===== config.mk =====
export PLATFORM = sky130hd
export DESIGN_NAME = dsm_bitstream_decimator
export DESIGN_NICKNAME = d
export VERILOG_FILES = /design/src/rtl/dsm_bitstream_decimator.sv
export SDC_FILE = /design/constraint.sdc
export NUM_CORES = 1
export LEC_CHECK = 0
export CORE_UTILIZATION = 60
export DETAILED_ROUTE_END_ITERATION = 8
export PLACE_DENSITY = 0.88
export SYNTH_ARGS = -nofsm -noshare
export SYNTH_HDL_FRONTEND = slang
export SYNTH_SLANG_ARGS = --single-unit

===== constraint.sdc =====
create_clock -name clk -period 8.7 [get_ports clk]
set_input_delay 1.74 -clock clk [delete_from_list [all_inputs] [get_ports clk]]
set_output_delay 1.74 -clock clk [all_outputs]
set_load 0.05 [all_outputs]

===== src/rtl/dsm_bitstream_decimator.sv =====
// rtl/dsm_bitstream_decimator.sv - sinc^2 CIC decimator reconstructing a DSM control word from its bitstream
// Optional over-range flag output enabled by DSM_DEC_OVERRANGE_EN.
module dsm_bitstream_decimator #(
  parameter int WIDTH = 16,
  parameter int LOG2R = 8
) (
  input  logic             clk,
  input  logic             rst_n,
  input  logic             en,
  input  logic             bit_in,
  output logic [WIDTH-1:0] data_out,
  output logic             data_valid,
  output logic             settled
`ifdef DSM_DEC_OVERRANGE_EN
  ,
  output logic             sat_flag
`endif
);

  localparam int ACC   = 2*LOG2R + 1;
  localparam int SHIFT = 2*LOG2R - WIDTH;
  localparam logic [ACC-1:0] R_SQ = {1'b1, {(2*LOG2R){1'b0}}};

  logic [ACC-1:0]   i1_q, i1_d, i2_q, i2_d;
  logic [ACC-1:0]   i2h_q, i2h_d, c1h_q, c1h_d;
  logic [LOG2R-1:0] phase_q, phase_d;
  logic [1:0]       warm_q, warm_d;
  logic [WIDTH-1:0] data_q, data_d;
  logic             valid_q, valid_d;
  logic             settled_q, settled_d;

  logic [ACC-1:0]   i1_sum, i2_sum, c1, raw;
  logic             tick, sat;
  logic [WIDTH-1:0] out_word;

`ifdef DSM_DEC_OVERRANGE_EN
  logic sat_q, sat_d, sat_seen_q, sat_seen_d;
`endif

  // Wrap-around in the integrators is harmless: the comb differences stay exact modulo 2^ACC.
  always_comb begin
    i1_sum   = i1_q + {{(ACC-1){1'b0}}, bit_in};
    i2_sum   = i2_q + i1_sum;
    c1       = i2_sum - i2h_q;
    raw      = c1 - c1h_q;
    tick     = en && (&phase_q);
    sat      = (raw == R_SQ);
    out_word = sat ? {WIDTH{1'b1}} : raw[SHIFT +: WIDTH];
  end

  always_comb begin
    i1_d      = i1_q;
    i2_d      = i2_q;
    i2h_d     = i2h_q;
    c1h_d     = c1h_q;
    phase_d   = phase_q;
    warm_d    = warm_q;
    data_d    = data_q;
    valid_d   = 1'b0;
    settled_d = settled_q;
`ifdef DSM_DEC_OVERRANGE_EN
    sat_d      = sat_q;
    sat_seen_d = sat_seen_q;
`endif
    if (en) begin
      i1_d    = i1_sum;
      i2_d    = i2_sum;
      phase_d = phase_q + 1'b1;
    end
    if (tick) begin
      i2h_d = i2_sum;
      c1h_d = c1;
      if (warm_q != 2'd3) begin
        warm_d = warm_q + 2'd1;
      end
      // The first two ticks only prime the comb history.
      if (warm_q[1]) begin
        data_d    = out_word;
        valid_d   = 1'b1;
        settled_d = 1'b1;
`ifdef DSM_DEC_OVERRANGE_EN
        sat_d = sat;
        if (sat) begin
          sat_seen_d = 1'b1;
        end
`endif
      end
    end
  end

  always_ff @(posedge clk or negedge rst_n) begin
    if (!rst_n) begin
      i1_q      <= '0;
      i2_q      <= '0;
      i2h_q     <= '0;
      c1h_q     <= '0;
      phase_q   <= '0;
      warm_q    <= '0;
      data_q    <= '0;
      valid_q   <= 1'b0;
      settled_q <= 1'b0;
    end else begin
      i1_q      <= i1_d;
      i2_q      <= i2_d;
      i2h_q     <= i2h_d;
      c1h_q     <= c1h_d;
      phase_q   <= phase_d;
      warm_q    <= warm_d;
      data_q    <= data_d;
      valid_q   <= valid_d;
      settled_q <= settled_d;
    end
  end

`ifdef DSM_DEC_OVERRANGE_EN
  always_ff @(posedge clk or negedge rst_n) begin
    if (!rst_n) begin
      sat_q      <= 1'b0;
      sat_seen_q <= 1'b0;
    end else begin
      sat_q      <= sat_d;
      sat_seen_q <= sat_seen_d;
    end
  end

  assign sat_flag = settled_q ? sat_q : sat_seen_q;
`endif

  assign data_out   = data_q;
  assign data_valid = valid_q;
  assign settled    = settled_q;

endmodule

### Yosys cells after proc, flatten, opt, wreduce, memory -nomap -nowiden

Cells that the tools add are included.

* bits in registers: 96
* output and inout port bits: 18
* logic and storage cells: 24

* add/sub/neg operators: 6
* equality and inequality tests: 2
* mux-type cells: 3
* reductions and logical operators: 4

Operators with widths (count)
* $sub A17 B17 Y17: 2
* $add A17 B1 Y17: 1
* $add A17 B17 Y17: 1
* $eq A17 B17 Y1 const B: 1
* $mux W16: 1
* $add A8 B1 Y8 const B: 1
* $reduce_and A8 Y1: 1
* $reduce_and A2 Y1: 2
* $add A2 B1 Y2 const B: 1
* $mux W1: 2
* $ne A2 B2 Y1 const B: 1
* $logic_and A1 B1 Y1: 1

### Logic depth before layout (Yosys ltp)

Gate-level depths: netlist of run 1.

* depth in word-level cells: 6
* mapped depth: 32
* depth with buffers taken out: 30

### Least setup slack after synthesis of run 1

OpenSTA, ideal clock, no wires.

* kind: input to register
* from: input bit_in
* to: register data_q[10] (netlist: data_out[10])
* setup time: 81 ps
* arrival: 7380 ps
* data required time: 8619 ps
* slack: 1239 ps
* stages: 28
* buffers on the path: 2
* cell sequence: ha_1 -> ha_1 -> nand3_4 -> nor2_1 -> xor2_1 -> ha_1 -> a21oi_1 -> inv_1 -> a2111oi_0 -> nor2_1 -> o21a_1 -> nor2_1 -> xnor2_1 -> ha_1 -> a21oi_1 -> o21ai_0 -> xor2_1 -> ha_1 -> and3_1 -> a221o_1 -> a22oi_1 -> a21o_1 -> xnor2_1 -> or3_2 -> or4_1 -> buf_6 -> buf_12 -> o211ai_2

* word-level cells in the longest chain between the ends: 6

Ends and longest elaborated chain
* from (decl): RTL line 10 `input logic bit_in,`
* $add A17 B1 Y17 *: RTL line 42 `i1_sum = i1_q + {{(ACC-1){1'b0}}, bit_in};`
* named net i1_sum[6]: RTL line 32 `logic [ACC-1:0] i1_sum, i2_sum, c1, raw;`
* $add A17 B17 Y17 *: RTL line 43 `i2_sum = i2_q + i1_sum;`
* named net i2_sum[9]: RTL line 32
* $sub A17 B17 Y17 *: RTL line 44 `c1 = i2_sum - i2h_q;`
* named net c1[10]: RTL line 32
* $sub A17 B17 Y17 *: RTL line 45 `raw = c1 - c1h_q;`
* $eq A17 B17 Y1: RTL line 47 `sat = (raw == R_SQ);`
* $mux W16 *: RTL line 48 `out_word = sat ? {WIDTH{1'b1}} : raw[SHIFT +: WIDTH];`
* to (signal assigned): RTL line 109 `data_q <= data_d;`
* to (decl): RTL line 28 `logic [WIDTH-1:0] data_q, data_d;`

Mark *: on every way through the listed nets, which the timed path passes. The rest lies on a longest branch.
A chain may end at the register's enable or synchronous reset.

### Worst setup path after layout of run 1

* from: input bit_in
* to: register data_q[0] (netlist: data_out[0])

* word-level cells in the longest chain between the ends: 6

Ends and longest elaborated chain (RTL line)
* $add A17 B1 Y17: 42
* named net i1_sum[6]: 32
* $add A17 B17 Y17: 43
* named net i2_sum[9]: 32
* $sub A17 B17 Y17: 44
* named net c1[14]: 32
* $sub A17 B17 Y17: 45
* $eq A17 B17 Y1: 47
* $mux W16: 48

The timed path passes the listed nets, and every way through them passes these cells.

==> results of run 1 <==
[registers in the layout, summed over array words and instances (netlist names)]
name        flops
data_out       16
settled         1
i2_q           17
warm_q          2
c1h_q          17
phase_q         8
i1_q           17
i2h_q          17
data_valid      1
[power by group through the flow]
stage	clock [uW]	sequential [uW]	combinational [uW]
global placement	0	553	1530
CTS	319	550	1630
finish	312	550	1670
floorplan	0	548	1300
global route	332	558	1840
detailed placement	0	559	1600
[how the worst max path moves through the flow]
stage | cells after the start | end | slack [ns]
6_report | 31 | data_out[0] | 0.57
5_1_grt | 31 | data_out[15] | 0.01
4_1_cts | 29 | data_out[0] | 0.45
3_5_place_dp | 29 | data_out[0] | 0.09
3_3_place_gp | 28 | data_out[0] | 0.46
2_1_floorplan | 28 | data_out[10] | 1.24
[routing by layer]
layer  vias up  part of all wire [%]  global-route usage [%]
li1       2326                     -                       -
met1      2280                    45                   29.48
met2       114                    49                   40.21
met3        30                   3.1                   3.321
met4         0                   2.2                   10.31
met5         -                     0                       0
[per-stage QoR]
step	power, uW	utilization, %
after floorplan	1848	-
after global placement	2080	64.62
after detailed placement	2156	64.62
after CTS	2501	66.65
after global routing	2728	66.71
final	2529	66.71
[logic make-up (layout without fill, tap and decap cells)]
kind of cell | after synthesis | count (layout) | share of synthesized area [%]
AND/OR/NAND/NOR | 192 | 192 | 14.94
multiplexers | 25 | 25 | 4.452
XOR/XNOR | 82 | 82 | 11.53
buffers and inverters | 60 | 83 | 3.975
adder cells (fa/ha/maj) | 58 | 58 | 11.88
AO/OA/AOI/OAI | 146 | 146 | 15.06
flip-flops | 96 | 96 | 38.16
[cells in the final DEF (no fill, tap or decap), drive strengths merged, types with 8 or more instances in the layout]
cell type      instances
a31oi                  8
o21ai                 45
and3                  12
nor2b                  9
a21o                  15
xor2                  27
nor3                   9
nand2                 80
o211ai                12
clkdlybuf4s50         20
inv                   46
mux2                  24
ha                    55
a21oi                 30
xnor2                 55
dfrtp                 96
clkbuf                 9
nand3                 17
nor2                  38
o21a                  12
[synthesized netlist by cell type (2+ instances only)]
cell       instances
and3_2             2
a31oi_1            8
a211oi_1           3
dfrtp_1           96
mux2_2            24
xor2_1            27
nor2b_1            9
o21ai_0           42
clkbuf_1          13
and2_1             3
fa_1               3
o21bai_1           2
o211ai_2           2
a311oi_1           2
nand3b_1           3
o21ai_2            3
nand2_1           80
buf_1              2
inv_1             41
or2_2              3
and3_1            10
o31ai_1            2
nand2b_1           5
o211ai_1          10
or4_1              2
nor2_1            38
o21a_1            12
nand3_2            5
xnor2_1           54
ha_1              55
nand4_1            6
a21o_1            15
nor3_1             9
a2111oi_0          2
nand3_1           11
a21oi_1           30
[final cells by class]
cell class | instances | area (um2)
repair buffers | 25 | 237.7
fillers | 772 | 3406
inverters | 42 | 157.7
multi-input cells | 503 | 3650
clock buffers | 9 | 123.9
flip-flops and latches | 96 | 2402
well taps | 136 | 170.2
clock inverters | 7 | 83.83
==> results.md, run 1 <==
- Counting every net in the synthesized netlist gives roughly 700.
- The total routing resource utilization after global routing is 23.47%.
- The number of antenna violations at the first check in global routing is 0.
- Setup violations remaining at the end of the flow were counted as 0.
- OpenSTA, run right after detailed placement, puts the worst setup slack at about 0.086 ns.
- TritonCTS built the clock tree.
- The power per unit of standard cell area is 370.5 mW/mm2.
- Summed over its instances, the top area cell type makes up 38.16% of the synthesized netlist area.
- The path class of the tightest hold or removal check is reg -> reg.
- Measured against its own limit, the worst slew margin works out to around 42%.
- The maximum resistive drop on vdd is 0.2376 mV.
- The endpoint of the worst register-to-register path is data_out[0].
- For this design, the sink count on the clock tree is 96.
- The synthesis-stage register bit count is 96.
- The static power due to leakage is around 0.0034 uW.
- The number of buffers and inverters on the critical path is 3.
- The clock network burns 12.4% of the power.
- The largest stage delay on the critical path is 0.51 ns.
- The area growth from synthesis to layout is 8.406%.
- The worst-skew pair later-pin latency is between 0.3 and 0.4 ns.
- The worst-case setup margin in the final layout is 0.5686 ns.
- The die width is 104.4 um.
- The number of hold-slack violations in the final timing report was 0.
- The first-pass GRT wire length is 20930 um.
- Along the worst hold path, the cell count comes to 1.
- After detailed routing, the number of remaining DRC violations is 0.
- Entering global routing, the biggest net connects 61 pins.
- The clock-pin slew reported for the worst setup and hold paths after clock tree synthesis is ~0.1 ns.
- After synthesis, the cell types taking the most area are dfrtp_1 (38%), ha_1 (11%), xnor2_1 (7.5%), nand2_1 (4.8%), mux2_2 (4.3%).
- The synthesized netlist occupies a cell area of 0.006296 mm2.
- The post-layout minimum cycle time is approximately 8 ns.
- The leading area contributor after synthesis is dfrtp_1.
- The final count of pins violating max slew was 0.
- The placeable core area is a little over 0.01 mm2.
- Once placement finished, the instance area stood at 0.006611 mm2.
- After the last flow step, the layout net total stands at 739.
- The proportion of synthesized chip area in sequential cells is 38.16%.
- The beginning of the worst register-to-register path is i1_q[0].
- The most critical setup path has its startpoint at bit_in.
- The number of flops mapped to enable cells by yosys is 0.
- On the final layout, the worst hold slack is 0.4750 ns.
- The endpoint arrival time on the critical path is 8.41 ns.
- The worst hold path endpoint is phase_q[6].
- For this configuration, the core starts out at a cell density of about three fifths.
- Averaged over all synthesized cells, the footprint is 9.554 um2.
- The H-tree was split into 3 levels.
- The worst register-to-register path has a depth of 30.
- The count of yosys warnings during synthesis is 0.
- The number of gates given a new drive strength after cts is 0.
- The max-capacitance violation count is 0.
- In this run the worst path has a maximum fanout of 16.
- The number of top-level pins is 22.
- Counting tap cells, the placed design contains a total of 802 instances.
- The number of setup buffers added after CTS is 0.
- Leaving out filler cells and counting taps, the final layout contains slightly above 800.
- The setup path with the least slack is of type in -> reg.
- The post-layout instance area is 0.006825 mm2.
- The switching share of total power is 46.03%.
- After synthesis, the share of flip-flops with an asynchronous set or reset is 100.0%.
- The average wire per standard cell is roughly 15 um.
- The internal power consumption is 1365 uW.
- Timing would allow up to 123.0 MHz.
- The total negative slack is 0 ns.
- The run finished with clean final reports.
- The wire length after detailed routing is between 10000 and 15000 um.
- The share of the clock period used by the worst path is between 90% and 100%.
- The family with the most delay on the worst path is compound AO/OA/AOI/OAI gates.
- The length of the first detailed-routing pass in iterations is 4.
- The die covers 0.01091 mm2.
- For this design, the slowest cell found on the critical path is or4_1.
- In this run the core area contains 37 standard-cell rows.
- In this run, CTS created clock tree buffers numbering 9.
- The count of cell types in the netlist is 61.
- Among all flip-flop cells after synthesis, the most frequent one is dfrtp_1.
- The number of buffers on the longest clock path is 2.
- In the routed layout, each cell is associated on average with a via count of 5.807.
- The tree is rooted in a clkbuf_8.
- The power spent charging and discharging nets is 1164 uW.
- The number of inserted diodes is 0.
- The final RePlAce weighted congestion is roughly 0.9.
- The maximum clock skew at final layout is roughly 0.015 ns.
- The startpoint identified for the worst hold timing path is phase_q[6].
- The count of buffers added on input and output ports is 21.
- Summed over all layers, the global routing overflow is 0.
- The worst register-to-register path has a setup slack of 2.04 ns.
- In this run the remaining antenna-violating nets after routing total 0.
- The worst setup path is launched from an input pin.
- The number of buffers inserted by hold repair at cts is 0.
- In this run the vertical extent of the chip is 104.4 um.
- The cell repeated most along the worst path is ha_1.
- The number of global-route vias before repair came to 4775.
- The share of total power dissipated in sequential elements is 21.8%.
- Setup repair after global routing left no endpoint under its margin.
- The actual slew at the worst max-slew pin is 0.8674 ns.
- The half-perimeter wire length after detailed placement is between 8000 and 9000 um.
- The combinational share of power is around two thirds.
- The endpoint type of the worst setup path is a flop.
- At the worst endpoint, the required time is 8.98 ns.
- The first routing iteration left 217 violations.
- The overall via count from detail_route is 4750.
- The share of cells above drive strength 1 is 9.677%.
- The cell count after synthesis came out at 659.
No activity file was read; power rests on OpenSTA's default activity.
==> run 2, diff against run 1 <==
--- a/config.mk
+++ b/config.mk
@@ -7,6 +7,7 @@
 export LEC_CHECK = 0
 export CORE_UTILIZATION = 60
 export DETAILED_ROUTE_END_ITERATION = 8
+export GPL_TIMING_DRIVEN = 0
 export PLACE_DENSITY = 0.88
 export SYNTH_ARGS = -nofsm -noshare
 export SYNTH_HDL_FRONTEND = slang
==> run 2 against run 1 <==
  * Routed wire length is essentially flat
  * Total power is essentially flat
  * Sequential power barely moved
==> results.md, run 2 (same netlist as run 1, synthesis figures left out) <==
- The number of buffers and inverters on the critical path is 4 (+1).
- The number of top-level pins is 22 (unchanged).
- The number of buffers on the longest clock path is 2 (unchanged).
- The power per unit of standard cell area is 364.1 mW/mm2 (-1.7%).
- The initial core utilization is 61.54% (unchanged).
- The share of the clock period used by the worst path is 94.79% (+1.3 points).
- The number of clock sinks came to 96 (unchanged).
- The number of hold-slack violations in the final timing report is 0 (unchanged).
- The maximum clock skew at final layout was 0.01413 ns (-0.001191 ns).
- The deepest level of the CTS H-tree came to 3 (unchanged).
- The total placed cells including tap cells was 817 (+1.9%).
- The leading cell type in the layout, fill and taps excluded is dfrtp_1.
- The flow ran to the end, and the final reports show no timing, DRC or antenna violations.
- The die width is 104.4 um (unchanged).
- The number of antenna violations at the first check in global routing is 0 (unchanged).
- The remaining max-slew budget at the tightest pin is 57.74% (+16 points).
- The share of cells above drive strength 1 is 9.326% (-0.35 points).
- The final count of pins violating max slew came to 0 (unchanged).
- The max-capacitance violation count is 0 (unchanged).
- The length of the first detailed-routing pass in iterations is 4 (unchanged).
- The min-delay analysis places its worst path in the category reg -> reg.
- The height of the die is 104.4 um (unchanged).
- The half-perimeter wire length after detailed placement is 9311 um (+5.5%).
- The maximum number of pins on one net before global-route repair is 62 (+1.6%).
- The number of cells in the finished layout apart from fillers is 833 (+1.8%).
- Setup repair after global routing left no endpoint under its margin.
- The full die area is 0.01091 mm2 (unchanged).
- The fill cell instance count of the final layout is 765 (-0.91%).
- The overall via count from detail_route is 4717 (-0.69%).
- The final core utilization was 67.84% (+1.1 points).
- TritonCTS built the clock tree.
- The number of CTS-inserted buffers was 9 (unchanged).
- The flip-flop and latch area was 0.002402 mm2 (unchanged).
- The actual slew at the worst max-slew pin came to 0.6340 ns (-0.2335 ns).
- The peak clock frequency supported by timing is 121.3 MHz (-1.4%).
- The first-pass GRT wire length is 21270 um (+1.6%).
- The kind of start point of the critical path is an input pin.
- The endpoint arrival time on the critical path is 8.53 ns (+0.12 ns).
- The total negative slack is 0 ns (unchanged).
- Among all stages on the critical path, the largest delay is contributed by or4_1.
- The clock-pin slew reported for the worst setup and hold paths after clock tree synthesis is 0.10 ns (about the same).
- The worst-case setup margin in the final layout came to 0.4535 ns (-0.1150 ns).
- The post-detailed-route via-to-cell ratio is 5.663 (-2.5%).
- The library cells used most frequently in the layout, excluding fill and tap cells, are dfrtp_1 (96), nand2_1 (80), ha_1 (55), xnor2_1 (54), o21ai_0 (42).
- The wire length after detailed routing is 12150 um (about the same).
- The total number of placement rows came to 37 (unchanged).
- The count of endpoints failing setup in the final report is 0 (unchanged).
- The tree is rooted in a clkbuf_8.
- The post-layout minimum cycle time is 8.246 ns (+0.1150 ns).
- The cell repeated most along the worst path is ha_1.
- The maximum resistive drop on vdd is 0.3531 mV (+49%).
- The number of setup buffers added after CTS was 0 (unchanged).
- The final layout net count is 754 (+2.0%).
- The critical path is of the in -> reg type.
- The DRC violations left came to 0 (unchanged).
- The static power due to leakage came to 0.003391 uW (+0.79%).
- The number of inserted diodes came to 0 (unchanged).
- The remaining number of nets flagged by the antenna check after routing was 0 (unchanged).
- The average wire per standard cell is 14.58 um (-1.9%).
- The total routing resource utilization after global routing is 23.86% (+0.39 points).
- The top fanout value on the critical path came to 10 (-6).
- The placeable core area is 0.01023 mm2 (unchanged).
- The number of global-route vias before repair came to 4839 (+1.3%).
- STA classifies the critical path endpoint as a flop.
- The worst-skew pair later-pin latency is 0.36 ns (about the same).
- On the critical path the largest part of the delay comes from compound AO/OA/AOI/OAI gates.
- The final RePlAce weighted congestion was 0.8873 (-0.34%).
- The total chip power is 2527 uW (about the same).
- The footprint of the multi-input gates came to 0.003664 mm2 (+0.38%).
- The largest stage delay on the critical path is 0.54 ns (+0.03 ns).
- The worst slack after detailed placement is -0.2607 ns (-0.3469 ns).
- The data required time at the worst endpoint came to 8.98 ns (about the same).
- The violation count after the first detailed-route iteration came to 170 (-22%).
- The total grt overflow is 0 (unchanged).
- From synthesis to final layout, the design area changed by 10.23%.
- The quantity of I/O buffers inserted on ports is 21 (unchanged).
[run 2: where the power goes]
group	internal (uW)	switching [uW]	total, uW
sequential	501	47.7	549
clock	163	159	322
combinational	728	928	1660
total	1390	1130	2530
[run 2: final timing paths]
| check | from | endpoint | slack (ns) | cells past startpoint |
|---|---|---|---|---|
| worst max-delay path | bit_in | data_out[10] | 0.45 | 30 |
| worst min-delay path | phase_q[6] | phase_q[6] | 0.48 | 1 |
| max in group asynchronous | rst_n | i1_q[6] | 6.73 | 2 |
| min in group asynchronous | rst_n | data_out[3] | 1.32 | 1 |
| worst max register to register | i1_q[0] | data_out[10] | 1.93 | 29 |
| worst min register to register | phase_q[6] | phase_q[6] | 0.48 | 1 |
[run 2: what timing repair did]
| action | CTS | global route |
|---|---|---|
| setup endpoints to repair | 0 | 16 |
| endpoints found under the hold margin | 0 | 0 |
| hold buffers | 0 | 0 |
| gates resized for setup | 0 | 4 |
[run 2: area by class of cell]
cell class / instances / area share (%)
Tap cell: 136 / 2.452
Inverter: 42 / 2.271
Sequential cell: 96 / 34.61
Clock inverter: 6 / 1.316
Timing Repair Buffer: 22 / 3.389
Clock buffer: 10 / 1.839
Buffer: 18 / 1.334
Multi-Input combinational cell: 503 / 52.79
[run 2: through the flow]
| step | cell area [um2] | hold slack [ns] |
|---|---|---|
| final | 6940 | 0.4838 |
| after global routing | 6940 | 0.4988 |
| after CTS | 6920 | 0.4843 |
| after detailed placement | 6701 | 0.4615 |
| after global placement | 6676 | 0.4508 |
| after floorplan | 6296 | 0.4380 |
[run 2: metal layers]
metal	global-route usage, %	up-vias	share of wire [%]
li1	-	2355	-
met1	28.74	2263	45
met2	43.38	78	51
met3	2.632	21	2.1
met4	9.286	0	2.1
met5	0	-	0
